`config.mk`:
```
export PLATFORM = sky130hd
export DESIGN_NAME = ahb_arbiter_core
export DESIGN_NICKNAME = d
export VERILOG_FILES = /design/src/rtl/integration_pkg.sv /design/src/rtl/ahb_arbiter_core_rr_select.sv /design/src/rtl/ahb_arbiter_core.sv
export SDC_FILE = /design/constraint.sdc
export NUM_CORES = 1
export LEC_CHECK = 0
export BUFFER_PORTS_ARGS = -buffer_cell sky130_fd_sc_hd__buf_2
export CAP_MARGIN = 20
export CORE_UTILIZATION = 54
export CTS_BUF_LIST = sky130_fd_sc_hd__clkbuf_4
export DETAILED_ROUTE_END_ITERATION = 10
export PLACE_DENSITY = 0.8
export SLEW_MARGIN = 5
export SYNTH_ARGS = -nofsm -noshare
export SYNTH_HDL_FRONTEND = slang
export SYNTH_SLANG_ARGS = --single-unit
export TNS_END_PERCENT = 10
```
`constraint.sdc`:
```
create_clock -name hclk -period 3.35 [get_ports hclk]
set_input_delay 0 -clock hclk [delete_from_list [all_inputs] [get_ports hclk]]
set_output_delay 0 -clock hclk [all_outputs]
set_load 0.03 [all_outputs]
```
`src/rtl/integration_pkg.sv`:
```
// Shared AHB encodings and integration constants for the arbiter slice.
// Bus sizing is fixed here so every block of the harness agrees on it.
package integration_pkg;

   localparam int master_number = 4;
   localparam int HMASTER_W     = 4;

   typedef enum logic [1:0] {
      IDLE   = 2'b00,
      BUSY   = 2'b01,
      NONSEQ = 2'b10,
      SEQ    = 2'b11
   } htrans_t;

   typedef enum logic [2:0] {
      SINGLE = 3'd0,
      INCR   = 3'd1,
      WRAP4  = 3'd2,
      INCR4  = 3'd3,
      WRAP8  = 3'd4,
      INCR8  = 3'd5,
      WRAP16 = 3'd6,
      INCR16 = 3'd7
   } hburst_t;

   typedef enum logic [1:0] {
      OKAY  = 2'b00,
      ERROR = 2'b01,
      RETRY = 2'b10,
      SPLIT = 2'b11
   } hresp_t;

   typedef enum logic [1:0] {
      ARB,
      BURST,
      LOCK
   } arb_state_t;

   // Beats after the first NONSEQ; zero marks SINGLE/INCR (no counter).
   function automatic logic [3:0] burst_beats_m1(input logic [2:0] b);
      case (b)
         WRAP4, INCR4:   return 4'd3;
         WRAP8, INCR8:   return 4'd7;
         WRAP16, INCR16: return 4'd15;
         default:        return 4'd0;
      endcase
   endfunction

endpackage

```
`src/rtl/ahb_arbiter_core_rr_select.sv`:
```
// Combinational round-robin picker: first set request at or after the
// pointer, wrapping modulo N.
module rr_select
   import integration_pkg::*;
#(
   parameter int N = master_number
)
(
   input  logic [N-1:0]                    i_req,
   input  logic [((N > 1) ? $clog2(N) : 1)-1:0] i_ptr,
   output logic [N-1:0]                    o_gnt,
   output logic                            o_valid
);

   localparam int PW = (N > 1) ? $clog2(N) : 1;
   localparam logic [PW:0] NW = (PW+1)'(N);

   logic          w_found;
   logic [PW:0]   w_sum;
   logic [PW-1:0] w_idx;

   always_comb begin
      o_gnt   = '0;
      w_found = 1'b0;
      w_sum   = '0;
      w_idx   = '0;
      for (int k = 0; k < N; k++) begin
         w_sum = {1'b0, i_ptr} + (PW+1)'(k);
         if (w_sum >= NW) w_sum = w_sum - NW;
         w_idx = w_sum[PW-1:0];
         if (!w_found && i_req[w_idx]) begin
            o_gnt[w_idx] = 1'b1;
            w_found      = 1'b1;
         end
      end
      o_valid = w_found;
   end

endmodule

```
`src/rtl/ahb_arbiter_core.sv`:
```
// AHB bus arbiter: round-robin grant with fixed-length burst hold and
// locked-transfer hold; hmaster/hmastlock trail hgrant by one accepted cycle.
module ahb_arbiter_core
   import integration_pkg::*;
(
   input  logic                       hclk,
   input  logic                       hreset,
   input  logic [master_number-1:0]   busreq,
   input  logic [master_number-1:0]   hlock,
   input  logic [2*master_number-1:0] htrans,
   input  logic [3*master_number-1:0] hburst,
   input  logic                       hready,
   input  logic [1:0]                 hresp,
   output logic [master_number-1:0]   hgrant,
   output logic [HMASTER_W-1:0]       hmaster,
   output logic                       hmastlock
);

   localparam int IDX_W = (master_number > 1) ? $clog2(master_number) : 1;
   localparam logic [IDX_W-1:0] LAST_IDX = IDX_W'(master_number - 1);

   typedef logic [master_number-1:0] req_t;

   req_t             r_hgrant;
   logic [IDX_W-1:0] r_gidx;
   logic [IDX_W-1:0] r_oidx;
   logic [IDX_W-1:0] r_ptr;
   logic             r_mastlock;
   arb_state_t       r_state;
   logic [3:0]       r_cnt;

   req_t             w_win_oh;
   logic             w_win_vld;
   req_t             w_arb_oh;
   logic [IDX_W-1:0] w_arb_idx;
   logic [IDX_W-1:0] w_arb_ptr;
   logic [1:0]       w_tr [master_number];
   logic [2:0]       w_bu [master_number];
   logic [1:0]       w_own_tr;
   logic [3:0]       w_len;
   logic             w_start_burst;
   logic             w_last_beat;
   logic             w_do_arb;

   function automatic logic [IDX_W-1:0] oh2idx(input req_t oh);
      logic [IDX_W-1:0] r;
      r = '0;
      for (int i = 0; i < master_number; i++)
         if (oh[i]) r = IDX_W'(i);
      return r;
   endfunction

   function automatic logic [IDX_W-1:0] inc_mod(input logic [IDX_W-1:0] i);
      return (i == LAST_IDX) ? '0 : i + 1'b1;
   endfunction

   for (genvar g = 0; g < master_number; g++) begin : g_own
      assign w_tr[g] = htrans[2*g +: 2];
      assign w_bu[g] = hburst[3*g +: 3];
   end

   rr_select #(.N(master_number)) u_rr (
      .i_req   (busreq),
      .i_ptr   (r_ptr),
      .o_gnt   (w_win_oh),
      .o_valid (w_win_vld)
   );

   // With no requester the bus parks on master 0.
   always_comb begin
      w_arb_oh      = w_win_vld ? w_win_oh : req_t'(1);
      w_arb_idx     = oh2idx(w_arb_oh);
      w_arb_ptr     = inc_mod(w_arb_idx);
      w_own_tr      = w_tr[r_oidx];
      w_len         = burst_beats_m1(w_bu[r_oidx]);
      w_start_burst = hready && (r_state == ARB) && (w_own_tr == NONSEQ) && (w_len != 4'd0);
      w_last_beat   = hready && (r_state == BURST) && (w_own_tr == SEQ) && (r_cnt == 4'd1);
      w_do_arb      = (hready && (r_state == ARB) && !w_start_burst) || w_last_beat;
   end

   always_ff @(posedge hclk or posedge hreset) begin
      if (hreset) begin
         r_hgrant   <= req_t'(1);
         r_gidx     <= '0;
         r_oidx     <= '0;
         r_ptr      <= '0;
         r_mastlock <= 1'b0;
         r_state    <= ARB;
         r_cnt      <= '0;
      end else begin
         if (hready) begin
            r_oidx     <= r_gidx;
            r_mastlock <= hlock[r_gidx];
         end
         if (w_do_arb) begin
            r_hgrant <= w_arb_oh;
            r_gidx   <= w_arb_idx;
            r_ptr    <= w_arb_ptr;
         end
         case (r_state)
            ARB: begin
               if (w_start_burst) begin
                  r_state <= BURST;
                  r_cnt   <= w_len;
               end else if (w_do_arb && hlock[w_arb_idx]) begin
                  r_state <= LOCK;
               end
            end
            BURST: begin
               // The first ERROR/RETRY/SPLIT cycle (hready low) aborts the burst.
               if (!hready && (hresp != OKAY)) begin
                  r_state <= ARB;
                  r_cnt   <= '0;
               end else if (w_last_beat) begin
                  if (hlock[w_arb_idx]) r_state <= LOCK;
                  else                  r_state <= ARB;
                  r_cnt <= '0;
               end else if (hready) begin
                  if ((w_own_tr == IDLE) || (w_own_tr == NONSEQ)) begin
                     r_state <= ARB;
                     r_cnt   <= '0;
                  end else if (w_own_tr == SEQ) begin
                     r_cnt <= r_cnt - 4'd1;
                  end
               end
            end
            LOCK: begin
               if (hready && !hlock[r_gidx]) r_state <= ARB;
            end
            default: r_state <= ARB;
         endcase
      end
   end

   assign hgrant    = r_hgrant;
   assign hmaster   = HMASTER_W'(r_oidx);
   assign hmastlock = r_mastlock;

endmodule
```
==> qor.yml <==
finish:
  seqCellArea_sq_um: 427
  antenna_cells: 0
  fin_nets: 230
  layout-drive-gt1-share_pct: 31.6
  area_growth_pct: 15.7
  fin_cells: 217
  multi_input_area_sq_um: 936
  fillers: 203
timing:
  grt_setup_unrepaired: "no"
  max_freq_ghz: 0.330
  maxSlewViolCount: 0
  finalCriticalPeriod_ps: 3030
  maxSlewHeadroom_pct: 56.9
  finalCritPeriodShare_pct: 90.6
  fin_tns_setup_ps: 0
  final-hold-violation-count: 0
  setup_viol: 0
  fin_skew_ps: 4.33
  worst_slew_pin_slew_ps: 646
floorplan:
  die_y_um: 54.0
  rows: 18
  dieArea_sq_mm: 0.00291
  start_util_pct: 57.8
  core_sq_mm: 0.00252
  ioPinCount: 42
  die_x_um: 54.0
cts:
  insertion_delay_ps: 290
  cts-root-buf: "clkbuf_4"
  clock_path_buffers: 2
  htreeDepth: 1
  cts.sinks: 17
  cts_buffers: 3
  path_clk_slew_ps: 90
  cts_tree: "built"
routing:
  ant_nets: 0
  firstDrtPassIters: 4
  wl_per_cell_um: 14.2
  vias: 1293
  drc: 0
  drtIter0Drc: 33
  routed_via_density: 5.96
  totalWireLength_mm: 3.09
grt:
  grt_max_degree: 18
  track_usage_pct: 23.5
  antenna_found_initial: 0
  top_usage_layer: "met2"
  grt.overflow.total: 0
  use_met1_pct: 31.5
  grt_util_met2_pct: 37.4
  grt_pass1_vias: 1080
  met3_usage_pct: 5.93
  grt_pass1_wl_mm: 4.81
flow_run:
  cap_violations: 0
setup_path:
  endpoint_kind: "flop"
  path_class: "reg2reg"
  startpoint_type: "flop"
  worstPathCellList: "inv_1 > ha_1 > mux4_2 > nand3_1 > o221ai_1 > a211oi_1 > a211oi_2 > a221o_1 > o221ai_2"
  crit_slowest_cell: "mux4_2"
  cp.arrival_ps: 3250
  crit_fanout: 12
  critPathMaxStageDelay_ps: 630
  cp.buffers_inverters: 1
  crit_required_ps: 3560
  path_delay_family: "compound AO/OA/AOI/OAI gates"
power:
  powerDensity_mw_per_mm2: 891
  switching_share_pct: 47.1
  switchingPower_uw: 708
  clkPwrFrac_pct: 7.8
  power_leakage_nw: 0.774
  internal_power_uw: 795
  seqPwrFrac_pct: 26.3
  ir_worst_vdd_uv: 638
  comb_power_share_pct: 65.9
synthesis:
  synth-seq-cells: 17
  ys_async_sr_fraction_pct: 100
  yosysTopAreaCell: "dfrtp_1"
  synth_top_area_share_pct: 27.5
  ys_top_cells_by_area: "dfrtp_1 (27%), mux4_2 (11%), ha_1 (7.7%)"
  synthTopCellsByCount: "dfrtp_1 (16), nand2_1 (15), inv_1 (12)"
  avgSynthCellArea_sq_um: 9.72
  yosys_warnings: 0
  synth_cell_type_count: 50
  ys.flop_type: "dfrtp_1"
  netlist_instances: 150
  synth_edf_count: 0
  synth_area_sq_mm: 0.00146
  ys_seq_area_share_pct: 29.3
  synth_most_common_cell: "dfrtp_1"
placed_design:
  dp_cells: 212
  dp_hpwl_mm: 2.46
  portBuffers: 35
  place_congestion: 0.804
run_status:
  status: "complete, no violations"
worst_hold_path:
  hp-class: "in2reg"
==> metrics by stage <==
| step | worst slack, ps | utilization [%] | power (mW) | hold slack (ps) | area [sq um] |
|---|---|---|---|---|---|
| finish | 316 | 66.9 | 1.50 | 14.6 | 1690 |
| global placement | 493 | 65.3 | 1.34 | 102 | 1650 |
| CTS | 391 | 66.9 | 1.50 | 3.66 | 1690 |
| floorplan | 531 | - | 1.19 | -74.7 | 1460 |
| global route | 181 | 66.9 | 1.63 | 8.34 | 1690 |
| detailed placement | 408 | 65.3 | 1.38 | 122 | 1650 |
==> flip-flops by register name, indices dropped and copies added, names as in the netlist <==
register	count
hmastlock	1
hgrant	4
r_gidx	2
r_cnt	4
r_ptr	2
r_state	2
r_oidx	2
==> final timing paths <==
check	from	endpoint	depth (start not counted)	slack, ps
max	r_ptr[1]$_DFFE_PP0N_	r_state[1]$_DFFE_PP0P_	9	320
min	hlock[0]	r_state[1]$_DFFE_PP0P_	3	10
max reg2reg	r_ptr[1]$_DFFE_PP0N_	r_state[1]$_DFFE_PP0P_	9	320
min reg2reg	hgrant[2]$_DFFE_PP0N_	hgrant[2]$_DFFE_PP0N_	2	470
max in group asynchronous	hreset	hmastlock$_DFFE_PP0P_	3	2610
min in group asynchronous	hreset	r_cnt[1]$_DFFE_PP0P_	3	320
==> what timing repair did <==
action,CTS,global route
hold endpoints to repair,16,0
gates resized for setup,0,0
buffers inserted,0,0
hold buffers,1,0
==> cell type report <==
cell class / instances / share of cell area [%]
tap: 30 / 2.23
clock buffer: 4 / 1.78
timing repair buffer: 39 / 12.3
sequential: 17 / 25.3
multi-input combinational: 114 / 55.5
inverter: 13 / 2.89
==> routing by layer <==
| metal | part of all wire, % | up-vias |
|---|---|---|
| li1 | - | 642 |
| met1 | 45 | 606 |
| met2 | 51 | 39 |
| met3 | 3.6 | 6 |
| met4 | 0.55 | 0 |
| met5 | 0 | - |
==> cell usage in the layout (no fill, tap or decap), types with 3 or more instances in the layout <==
master	instances
o21ai_1	7
a21oi_1	6
nor2b_1	3
nand3_1	4
ha_1	9
o211ai_1	3
o22ai_1	5
buf_4	3
nor2_1	10
inv_1	12
nand2_1	15
nor3b_1	3
mux4_2	7
clkbuf_4	4
dfrtp_1	16
buf_2	35
mux2_2	3
==> worst min-delay path, stage by stage <==
cell and delay [ps]:
buf_2 90, nor3_1 50, o221ai_2 120
==> power by group through the flow <==
stage	Clock [mW]	Combinational, mW	Sequential [mW]
after floorplan	0	0.729	0.464
after global placement	0	0.954	0.390
after detailed placement	0	0.983	0.401
after CTS	0.122	0.986	0.396
after global routing	0.132	1.08	0.412
final	0.118	0.990	0.395
==> logic make-up (layout without fill, tap and decap cells) <==
group           count (synthesis)  in the layout  synth area share [%]
fa+ha+maj                       9              9                  7.73
other cells                     1              2                 0.257
compound gates                 40             40                  19.9
mux                            15             15                  18.6
flops                          17             17                  29.3
simple gates                   48             48                  17.4
buf+inv                        20             56                  6.78
No activity file was read; power rests on OpenSTA's default activity.
